## src/rtl/steer_delta_quad_if.sv

```systemverilog
// Steering input bundle: signed movement deltas and digital left/right go in.
// The quadrature pair and the busy flag come back out.
interface steer_delta_quad_if #(
   parameter int unsigned DELTA_W = 8
);
   logic                      delta_strobe;
   logic signed [DELTA_W-1:0] delta;
   logic [1:0]                sens;
   logic                      left;
   logic                      right;
   logic                      clear;
   logic [1:0]                steer;
   logic                      busy;

   modport master (
      output delta_strobe, delta, sens, left, right, clear,
      input  steer, busy
   );

   modport slave (
      input  delta_strobe, delta, sens, left, right, clear,
      output steer, busy
   );
endinterface

```

## src/rtl/steer_delta_quad.sv

```systemverilog
// Relative steering to Gray-coded quadrature. Deltas are scaled and accumulated with saturation.
// The accumulator is drained at one step per STEP_DIV cycles.
module steer_delta_quad #(
   parameter int unsigned STEP_DIV = 22500,
   parameter int unsigned DELTA_W  = 8,
   parameter int unsigned ACC_W    = 12
) (
   input logic              clk_sys,
   input logic              reset,
   steer_delta_quad_if.slave bus
);
   localparam int unsigned TimerW = (STEP_DIV > 1) ? $clog2(STEP_DIV) : 1;
   localparam int unsigned SumW   = ACC_W + 4;
   localparam logic signed [SumW-1:0] AccMax = SumW'((2 ** (ACC_W - 1)) - 1);
   localparam logic signed [SumW-1:0] AccMin = -AccMax;

   typedef enum logic [1:0] {
      StPh00 = 2'b00,
      StPh01 = 2'b01,
      StPh11 = 2'b11,
      StPh10 = 2'b10
   } phase_e;

   phase_e                   phase_q, phase_d;
   logic [TimerW-1:0]        timer_q, timer_d;
   logic signed [ACC_W-1:0]  acc_q, acc_d;
   logic                     busy_q;
   logic                     tick;
   logic                     acc_pos, acc_neg;
   logic                     step_fwd, step_bwd;
   logic signed [SumW-1:0]   delta_ext, scaled, addend, draw, acc_ext, sum;

   assign tick    = (timer_q == TimerW'(STEP_DIV - 1));
   assign timer_d = tick ? '0 : timer_q + 1'b1;

   assign acc_neg = acc_q[ACC_W-1];
   assign acc_pos = !acc_q[ACC_W-1] && (acc_q != '0);

   // Direction is decided from the pre-update accumulator, so a strobe on the tick
   // cycle cannot influence that same tick.
   always_comb begin
      step_fwd = 1'b0;
      step_bwd = 1'b0;
      draw     = '0;
      if (tick) begin
         if (acc_pos) begin
            step_fwd = 1'b1;
            draw     = SumW'(1);
         end else if (acc_neg) begin
            step_bwd = 1'b1;
            draw     = '1;
         end else if (bus.right && !bus.left) begin
            step_fwd = 1'b1;
         end else if (bus.left && !bus.right) begin
            step_bwd = 1'b1;
         end
      end
   end

   always_comb begin
      delta_ext = {{(SumW - DELTA_W){bus.delta[DELTA_W-1]}}, bus.delta};
      scaled    = delta_ext <<< bus.sens;
      addend    = bus.delta_strobe ? scaled : '0;
      acc_ext   = {{(SumW - ACC_W){acc_q[ACC_W-1]}}, acc_q};
      sum       = acc_ext + addend - draw;
      if (bus.clear) begin
         acc_d = '0;
      end else if (sum > AccMax) begin
         acc_d = AccMax[ACC_W-1:0];
      end else if (sum < AccMin) begin
         acc_d = AccMin[ACC_W-1:0];
      end else begin
         acc_d = sum[ACC_W-1:0];
      end
   end

   always_ff @(posedge clk_sys) begin
      if (reset) begin
         timer_q <= '0;
         acc_q   <= '0;
         busy_q  <= 1'b0;
      end else begin
         timer_q <= timer_d;
         acc_q   <= acc_d;
         busy_q  <= (acc_d != '0);
      end
   end

   // Phase machine: state register
   always_ff @(posedge clk_sys) begin
      if (reset) begin
         phase_q <= StPh00;
      end else begin
         phase_q <= phase_d;
      end
   end

   // Phase machine: next state; forward walks 00->01->11->10->00
   always_comb begin
      phase_d = phase_q;
      if (step_fwd) begin
         unique case (phase_q)
            StPh00: phase_d = StPh01;
            StPh01: phase_d = StPh11;
            StPh11: phase_d = StPh10;
            StPh10: phase_d = StPh00;
         endcase
      end else if (step_bwd) begin
         unique case (phase_q)
            StPh00: phase_d = StPh10;
            StPh10: phase_d = StPh11;
            StPh11: phase_d = StPh01;
            StPh01: phase_d = StPh00;
         endcase
      end
   end

   // Phase machine: outputs straight from registers
   always_comb begin
      bus.steer = phase_q;
      bus.busy  = busy_q;
   end
endmodule

```

## src/flat_wrapper.sv

```systemverilog
// flat-port wrapper written by rule: the top's interface ports become plain ports
module steer_delta_quad_flat 
#(
   parameter int unsigned STEP_DIV = 22500,
   parameter int unsigned DELTA_W  = 8,
   parameter int unsigned ACC_W    = 12
)
  (clk_sys, reset, bus_delta_strobe, bus_delta, bus_sens, bus_left, bus_right, bus_clear, bus_steer, bus_busy);
  steer_delta_quad_if #(.DELTA_W(DELTA_W)) bus_i ();
  input logic clk_sys;
  input logic reset;
  input wire logic [$bits(bus_i.delta_strobe)-1:0] bus_delta_strobe;
  input wire logic [$bits(bus_i.delta)-1:0] bus_delta;
  input wire logic [$bits(bus_i.sens)-1:0] bus_sens;
  input wire logic [$bits(bus_i.left)-1:0] bus_left;
  input wire logic [$bits(bus_i.right)-1:0] bus_right;
  input wire logic [$bits(bus_i.clear)-1:0] bus_clear;
  output wire logic [$bits(bus_i.steer)-1:0] bus_steer;
  output wire logic [$bits(bus_i.busy)-1:0] bus_busy;
  assign bus_i.delta_strobe = bus_delta_strobe;
  assign bus_i.delta = bus_delta;
  assign bus_i.sens = bus_sens;
  assign bus_i.left = bus_left;
  assign bus_i.right = bus_right;
  assign bus_i.clear = bus_clear;
  assign bus_steer = bus_i.steer;
  assign bus_busy = bus_i.busy;
  steer_delta_quad #(.STEP_DIV(STEP_DIV), .DELTA_W(DELTA_W), .ACC_W(ACC_W)) u_core (.clk_sys(clk_sys), .reset(reset), .bus(bus_i));
endmodule
```

## config.mk

```make
export PLATFORM = sky130hd
export DESIGN_NAME = steer_delta_quad_flat
export DESIGN_NICKNAME = d
export VERILOG_FILES = /design/src/rtl/steer_delta_quad_if.sv /design/src/rtl/steer_delta_quad.sv /design/src/flat_wrapper.sv
export SDC_FILE = /design/constraint.sdc
export NUM_CORES = 1
export LEC_CHECK = 0
export ABC_AREA = 1
export ABC_CLOCK_PERIOD_IN_PS = 7400
export CELL_PAD_IN_SITES_DETAIL_PLACEMENT = 1
export CELL_PAD_IN_SITES_GLOBAL_PLACEMENT = 1
export CORE_ASPECT_RATIO = 1.5
export CORE_UTILIZATION = 45
export DETAILED_ROUTE_END_ITERATION = 10
export PLACE_DENSITY_LB_ADDON = 0.1
export SKIP_CTS_REPAIR_TIMING = 1
export SYNTH_ARGS = -nofsm -noshare
export SYNTH_HDL_FRONTEND = slang
export SYNTH_SLANG_ARGS = --single-unit
```

## constraint.sdc

```tcl
create_clock -name clk_sys -period 7.4 [get_ports clk_sys]
set_input_delay 1.11 -clock clk_sys [delete_from_list [all_inputs] [get_ports clk_sys]]
set_output_delay 1.11 -clock clk_sys [all_outputs]
set_load 0.01 [all_outputs]
```

# == Yosys cells after proc, flatten, opt, wreduce, memory -nomap -nowiden ==
# Cells that the tools add are included.
# totals
register_bits,30
inputBits,16
# classes
n_addsub,3
order_cmp,2
n_eq_ne,4
n_shift,1
n_mux,20
reduce_logical,11
# ops
operator,n
2-to-1 mux 16 bit,4
2-to-1 mux 12 bit,3
nonzero test 12 bit,2
adder 12 x 16 -> 16 bit,1
greater-than comparator 16 x 12 -> 1 bit (second input constant),1
< comparator 16 x 12 -> 1 bit (second input constant),1
case mux 2 bit (4 select lines),2
<<< shifter 8 x 2 -> 16 bit,1
subtractor 16 bit,1
adder 15 x 1 -> 15 bit (second input constant),1
equality test 15 bit (second input constant),1
2-to-1 mux 1 bit,9
equality test 2 bit (second input constant),2
2-to-1 mux 2 bit,2
logical AND 1 bit,3
logical NOT 1 bit,3
equality test 2 x 1 -> 1 bit (second input constant),1
logical NOT 2 bit,1
nonzero test 2 bit,1
OR reduction 2 bit,1

# == Longest topological paths before layout ==
# logic_depth
word_depth,10
ltp_mapped,30

# == Least setup slack after synthesis ==
# Ideal clock, no wire load.
# synth_path
kind,register -> register
from,register u_core.timer_q[0]
to,"register u_core.busy_q, in the netlist u_core.bus.busy"
t_arrival_ns,4.207
path_slack_ns,3.084
path_stages_with_launch,30
path_buffers,1
cell_sequence,dfxtp_1 > ha_1 > nand2_1 > nor2_1 > and3_1 > inv_1 > nor2_1 > inv_1 > fa_1 > inv_1 > fa_1 > inv_1 > nand2_1 > nand2_1 > nand3_1 > nand2_1 > nand2_1 > nand2_1 > nand2_1 > nor2_1 > nand3_1 > nand3_1 > nand2_1 > buf_6 > nand3b_1 > nand3_1 > nor2_1 > nand3_1 > nand2_1 > inv_1
# synth_via
elab_chain_cells,8
elab_cells_between_ends,9
# synth_rtl
item,line_no,source
start: declaration,steer_delta_quad.sv:25,"logic [TimerW-1:0] timer_q, timer_d;"
start signal: assignment,steer_delta_quad.sv:83,timer_q <= timer_d;
equality test 15 bit (*),steer_delta_quad.sv:33,assign tick = (timer_q == TimerW'(STEP_DIV - 1));
2-to-1 mux 16 bit (*),steer_delta_quad.sv:45,if (tick) begin
subtractor 16 bit (*),steer_delta_quad.sv:65,sum = acc_ext + addend - draw;
< comparator 16 x 12 -> 1 bit,steer_delta_quad.sv:70,end else if (sum < AccMin) begin
2-to-1 mux 12 bit,steer_delta_quad.sv:70,
2-to-1 mux 12 bit (*),steer_delta_quad.sv:68,end else if (sum > AccMax) begin
2-to-1 mux 12 bit (*),steer_delta_quad.sv:66,if (bus.clear) begin
nonzero test 12 bit (*),steer_delta_quad.sv:85,busy_q <= (acc_d != '0);
end signal: assignment,steer_delta_quad.sv:85,
end: declaration,steer_delta_quad.sv:27,logic busy_q;
# Every way passes the cells marked *; elsewhere a longest branch is shown, timed or not.
# A chain may end at the register's enable or synchronous reset.

# == Final worst setup path ==
# layout_path
from,input port bus_sens[0]
to,"register u_core.busy_q, in the netlist u_core.bus.busy"
# layout_via
elab_chain_cells,9
elab_cells_between_ends,10
# layout_rtl
item,line_no,source
start: declaration,flat_wrapper.sv:14,input wire logic [$bits(bus_i.sens)-1:0] bus_sens;
<<< shifter 8 x 2 -> 16 bit (*),steer_delta_quad.sv:62,scaled = delta_ext <<< bus.sens;
2-to-1 mux 16 bit (*),steer_delta_quad.sv:63,addend = bus.delta_strobe ? scaled : '0;
adder 12 x 16 -> 16 bit (*),steer_delta_quad.sv:65,
subtractor 16 bit (*),steer_delta_quad.sv:65,
< comparator 16 x 12 -> 1 bit,steer_delta_quad.sv:70,
2-to-1 mux 12 bit,steer_delta_quad.sv:70,
2-to-1 mux 12 bit (*),steer_delta_quad.sv:68,
2-to-1 mux 12 bit (*),steer_delta_quad.sv:66,
nonzero test 12 bit (*),steer_delta_quad.sv:85,
# Marks and branches as above.

==> impl_metrics.json <==
{
  "status": "complete, no violations",
  "crit_arrival_ps": 5070,
  "layout-drive-gt1-share_pct": 3.22,
  "instances_no_fill": 538,
  "p_comb_share_pct": 71.0,
  "crit_path_frequent_cell": "nand3_1",
  "r2r-start": "u_core.timer_q[8]",
  "synth_xor_area_share_pct": 1.90,
  "routed_wirelength_um": 8250,
  "final_cell_mix": "nand2_1, inv_1, nor2_1",
  "finalSetupViolations": 0,
  "rrSetupSlack_ps": 2740,
  "internal_power_w": 0.000515,
  "worstHoldPathType": "register to register",
  "grt_pass1_wl_um": 13700,
  "htreeDepth": 2,
  "switching_share_pct": 54.5,
  "ir_worst_vdd_uv": 197,
  "placed_cells": 531,
  "cts-root-buf": "clkbuf_8",
  "antenna_found_initial": 0,
  "crit_path_end": "u_core.bus.busy",
  "synth_top_family_by_area": "simple AND/OR/NAND/NOR gates",
  "grt_usage_pct": 27.9,
  "p_sw_w": 0.000618,
  "synthCells": 447,
  "final_area_um2": 3080,
  "skew_ps": 9.78,
  "wl_met3_um": 177,
  "p_clk_share_pct": 11.0,
  "synth_area_um2": 2760,
  "critPathBufInv": 5,
  "place_area_um2": 3000,
  "post-route-util_pct": 52.5,
  "start_util_pct": 47.1,
  "critical_path_depth": 22,
  "core-area_um2": 5870,
  "areaGrowthSynthToFinish_pct": 11.5,
  "drtPass1Iterations": 4,
  "r2r_end": "u_core.bus.busy",
  "io_pins": 19,
  "hpwl_um": 7110,
  "yosysSeqAreaShare_pct": 21.7,
  "tns_ps": 0,
  "synth_seq_cells": 30,
  "critPathMaxStageDelay_ps": 710,
  "chipHeight_um": 98.0,
  "grt-ovfl-total": 0,
  "antenna_left": 0,
  "gp_congestion": 0.903,
  "final_max_slew_viol_count": 0,
  "crit_fanout": 14,
  "insertion_delay_ps": 290,
  "final_common_cell": "nand2_1",
  "finalNetCount": 509,
  "wl_per_cell_um": 15.3,
  "synth.distinct_cells": 28,
  "synth-compound-area-share_pct": 7.97,
  "diodes": 0,
  "worstPathRequired_ps": 7590,
  "p_leak_nw": 1.62,
  "max_clock_freq_ghz": 0.205,
  "clk_pin_slew_ps": 70,
  "cts_buffers": 5,
  "fin_crit_ps": 4880,
  "max_slew.worst_pin.slew_ps": 487,
  "period_share_pct": 66.0,
  "drv_cap": 0,
  "die_area_um2": 6460,
  "cp_cell_sequence": "clkdlybuf4s50_1 -> mux2i_1 -> nor2_1 -> fa_1 -> inv_1 -> fa_1 -> inv_1 -> nand3_1 -> nand2_1 -> nand3_1 -> nand3_1 -> nand2_1 -> nand2_1 -> nand3_1 -> nand2_1 -> nor2_1 -> inv_1 -> nand3_1 -> nor2_1 -> nand3_1 -> nand2_1 -> inv_1",
  "grt_max_degree": 15,
  "dr.max_layer_used": "met4",
  "powerDensity_nw_per_um2": 368,
  "num_rows": 34,
  "cts_tree": "built",
  "cpLargestDelayFamily": "simple AND/OR/NAND/NOR gates",
  "grt_pass1_vias": 3061,
  "cpMaxStageDelayCell": "clkdlybuf4s50_1",
  "io_buffer_count": 18,
  "drc": 0,
  "yosysWarnings": 0,
  "drt_iter0_markers": 78,
  "synthAdderAreaFrac_pct": 15.5,
  "finalHoldViolCount": 0,
  "cp-end-kind": "register",
  "crit_start": "bus_sens[0]",
  "avgSynthCellArea_um2": 6.18,
  "vias": 2825,
  "via_per_inst": 5.25,
  "m1WireLength_um": 2990,
  "clk_path_buf_depth": 2,
  "reg2reg_depth": 26,
  "synthSimpleGateAreaFrac_pct": 35.6,
  "crit_path_start_kind": "input pin",
  "muxShareOfSynthArea_pct": 1.81,
  "max_slew_margin_pct": 67.4,
  "die_w_um": 66.0,
  "synth.net_count": 490,
  "critical_path_class": "input pin to register",
  "seq_power_share_pct": 18.0,
  "rsz0062_at_grt": "false",
  "clkSinkCount": 30,
  "wl_met2_um": 4590
}
## layout make-up
class | instances | area (µm²)
clock buffer | 5 | 68.8
multi-input combinational | 306 | 1730
fill | 820 | 2790
tap | 72 | 90.1
sequential | 30 | 601
clock inverter | 2 | 10.0
timing repair buffer | 19 | 188
inverter | 104 | 390
## worst min path at each step
stage	start	to	slack (ps)	depth (start not counted)
after floorplan	u_core.timer_q[0]	u_core.timer_q[0]	420	1
after global placement	u_core.timer_q[0]	u_core.timer_q[0]	430	1
after detailed placement	u_core.timer_q[0]	u_core.timer_q[0]	440	1
after CTS	u_core.timer_q[0]	u_core.timer_q[0]	450	1
after global routing	u_core.timer_q[0]	u_core.timer_q[0]	490	1
final	u_core.timer_q[0]	u_core.timer_q[0]	450	1
## layer usage
metal	track usage [%]	vias up
met2	54.9	46
met5	0	-
met1	25.7	1331
met3	3.86	27
met4	16.0	0
li1	-	1421
## cells by family (layout without fill, tap and decap cells)
logic type / Yosys count / count (layout)
AO/OA/AOI/OAI: 42 / 42
XOR/XNOR: 6 / 6
adder cells (fa/ha/maj): 27 / 27
buffers and inverters: 111 / 130
flip-flops: 30 / 30
multiplexers: 5 / 5
AND/OR/NAND/NOR: 226 / 226
## worst register-to-register path, delay by kind of cell, from the launching register on
family                   cells  cell delay (ps)
adder cells (fa/ha/maj)      2              990
buffers and inverters        7              980
flip-flops                   1              380
AND/OR/NAND/NOR             17             2240
## per-stage QoR
step | power [W] | hold slack [ps] | setup slack (ps)
6_report | 0.00113 | 446 | 2520
5_1_grt | 0.00125 | 494 | 2180
4_1_cts | 0.00113 | 453 | 2550
3_5_place_dp | 0.00100 | 438 | 2270
3_3_place_gp | 0.000974 | 434 | 2400
2_1_floorplan | 0.000796 | 418 | 3080
## synthesized netlist by cell type
cell	number	share of area, %
inv_1	104	14
xor2_1	5	1.6
a21oi_1	27	4.9
nor2_2	1	0.23
nor2_1	44	6.0
buf_2	3	0.54
clkbuf_1	3	0.41
nand2_2	3	0.68
or2_1	1	0.23
xnor2_1	1	0.32
o211ai_1	2	0.54
nand4_1	8	1.8
dfxtp_1	30	22
nand3b_1	3	0.82
nand3_1	40	7.2
nor4_1	7	1.6
o21ai_0	9	1.6
ha_1	15	6.8
nand2_1	108	15
nor3_1	6	1.1
and3_1	1	0.23
fa_1	12	8.7
and2_1	1	0.23
or2_2	2	0.45
nand3_2	1	0.36
mux2i_1	5	1.8
buf_6	1	0.41
o22ai_1	4	0.91
## registers in the layout, summed over array words and instances, names as in the netlist
name and cells:
u_core.bus.busy 1, u_core.timer_q 15, u_core.bus.steer 2, u_core.acc_q 12
## power by group through the flow
stage          sequential (W)  combinational (W)  clock [W]
2_1_floorplan        0.000200           0.000596          0
3_5_place_dp         0.000208           0.000794          0
6_report             0.000204           0.000804   0.000125
4_1_cts              0.000205           0.000803   0.000128
5_1_grt              0.000206           0.000913   0.000132
3_3_place_gp         0.000207           0.000767          0
(Power assumes the default switching activity.)
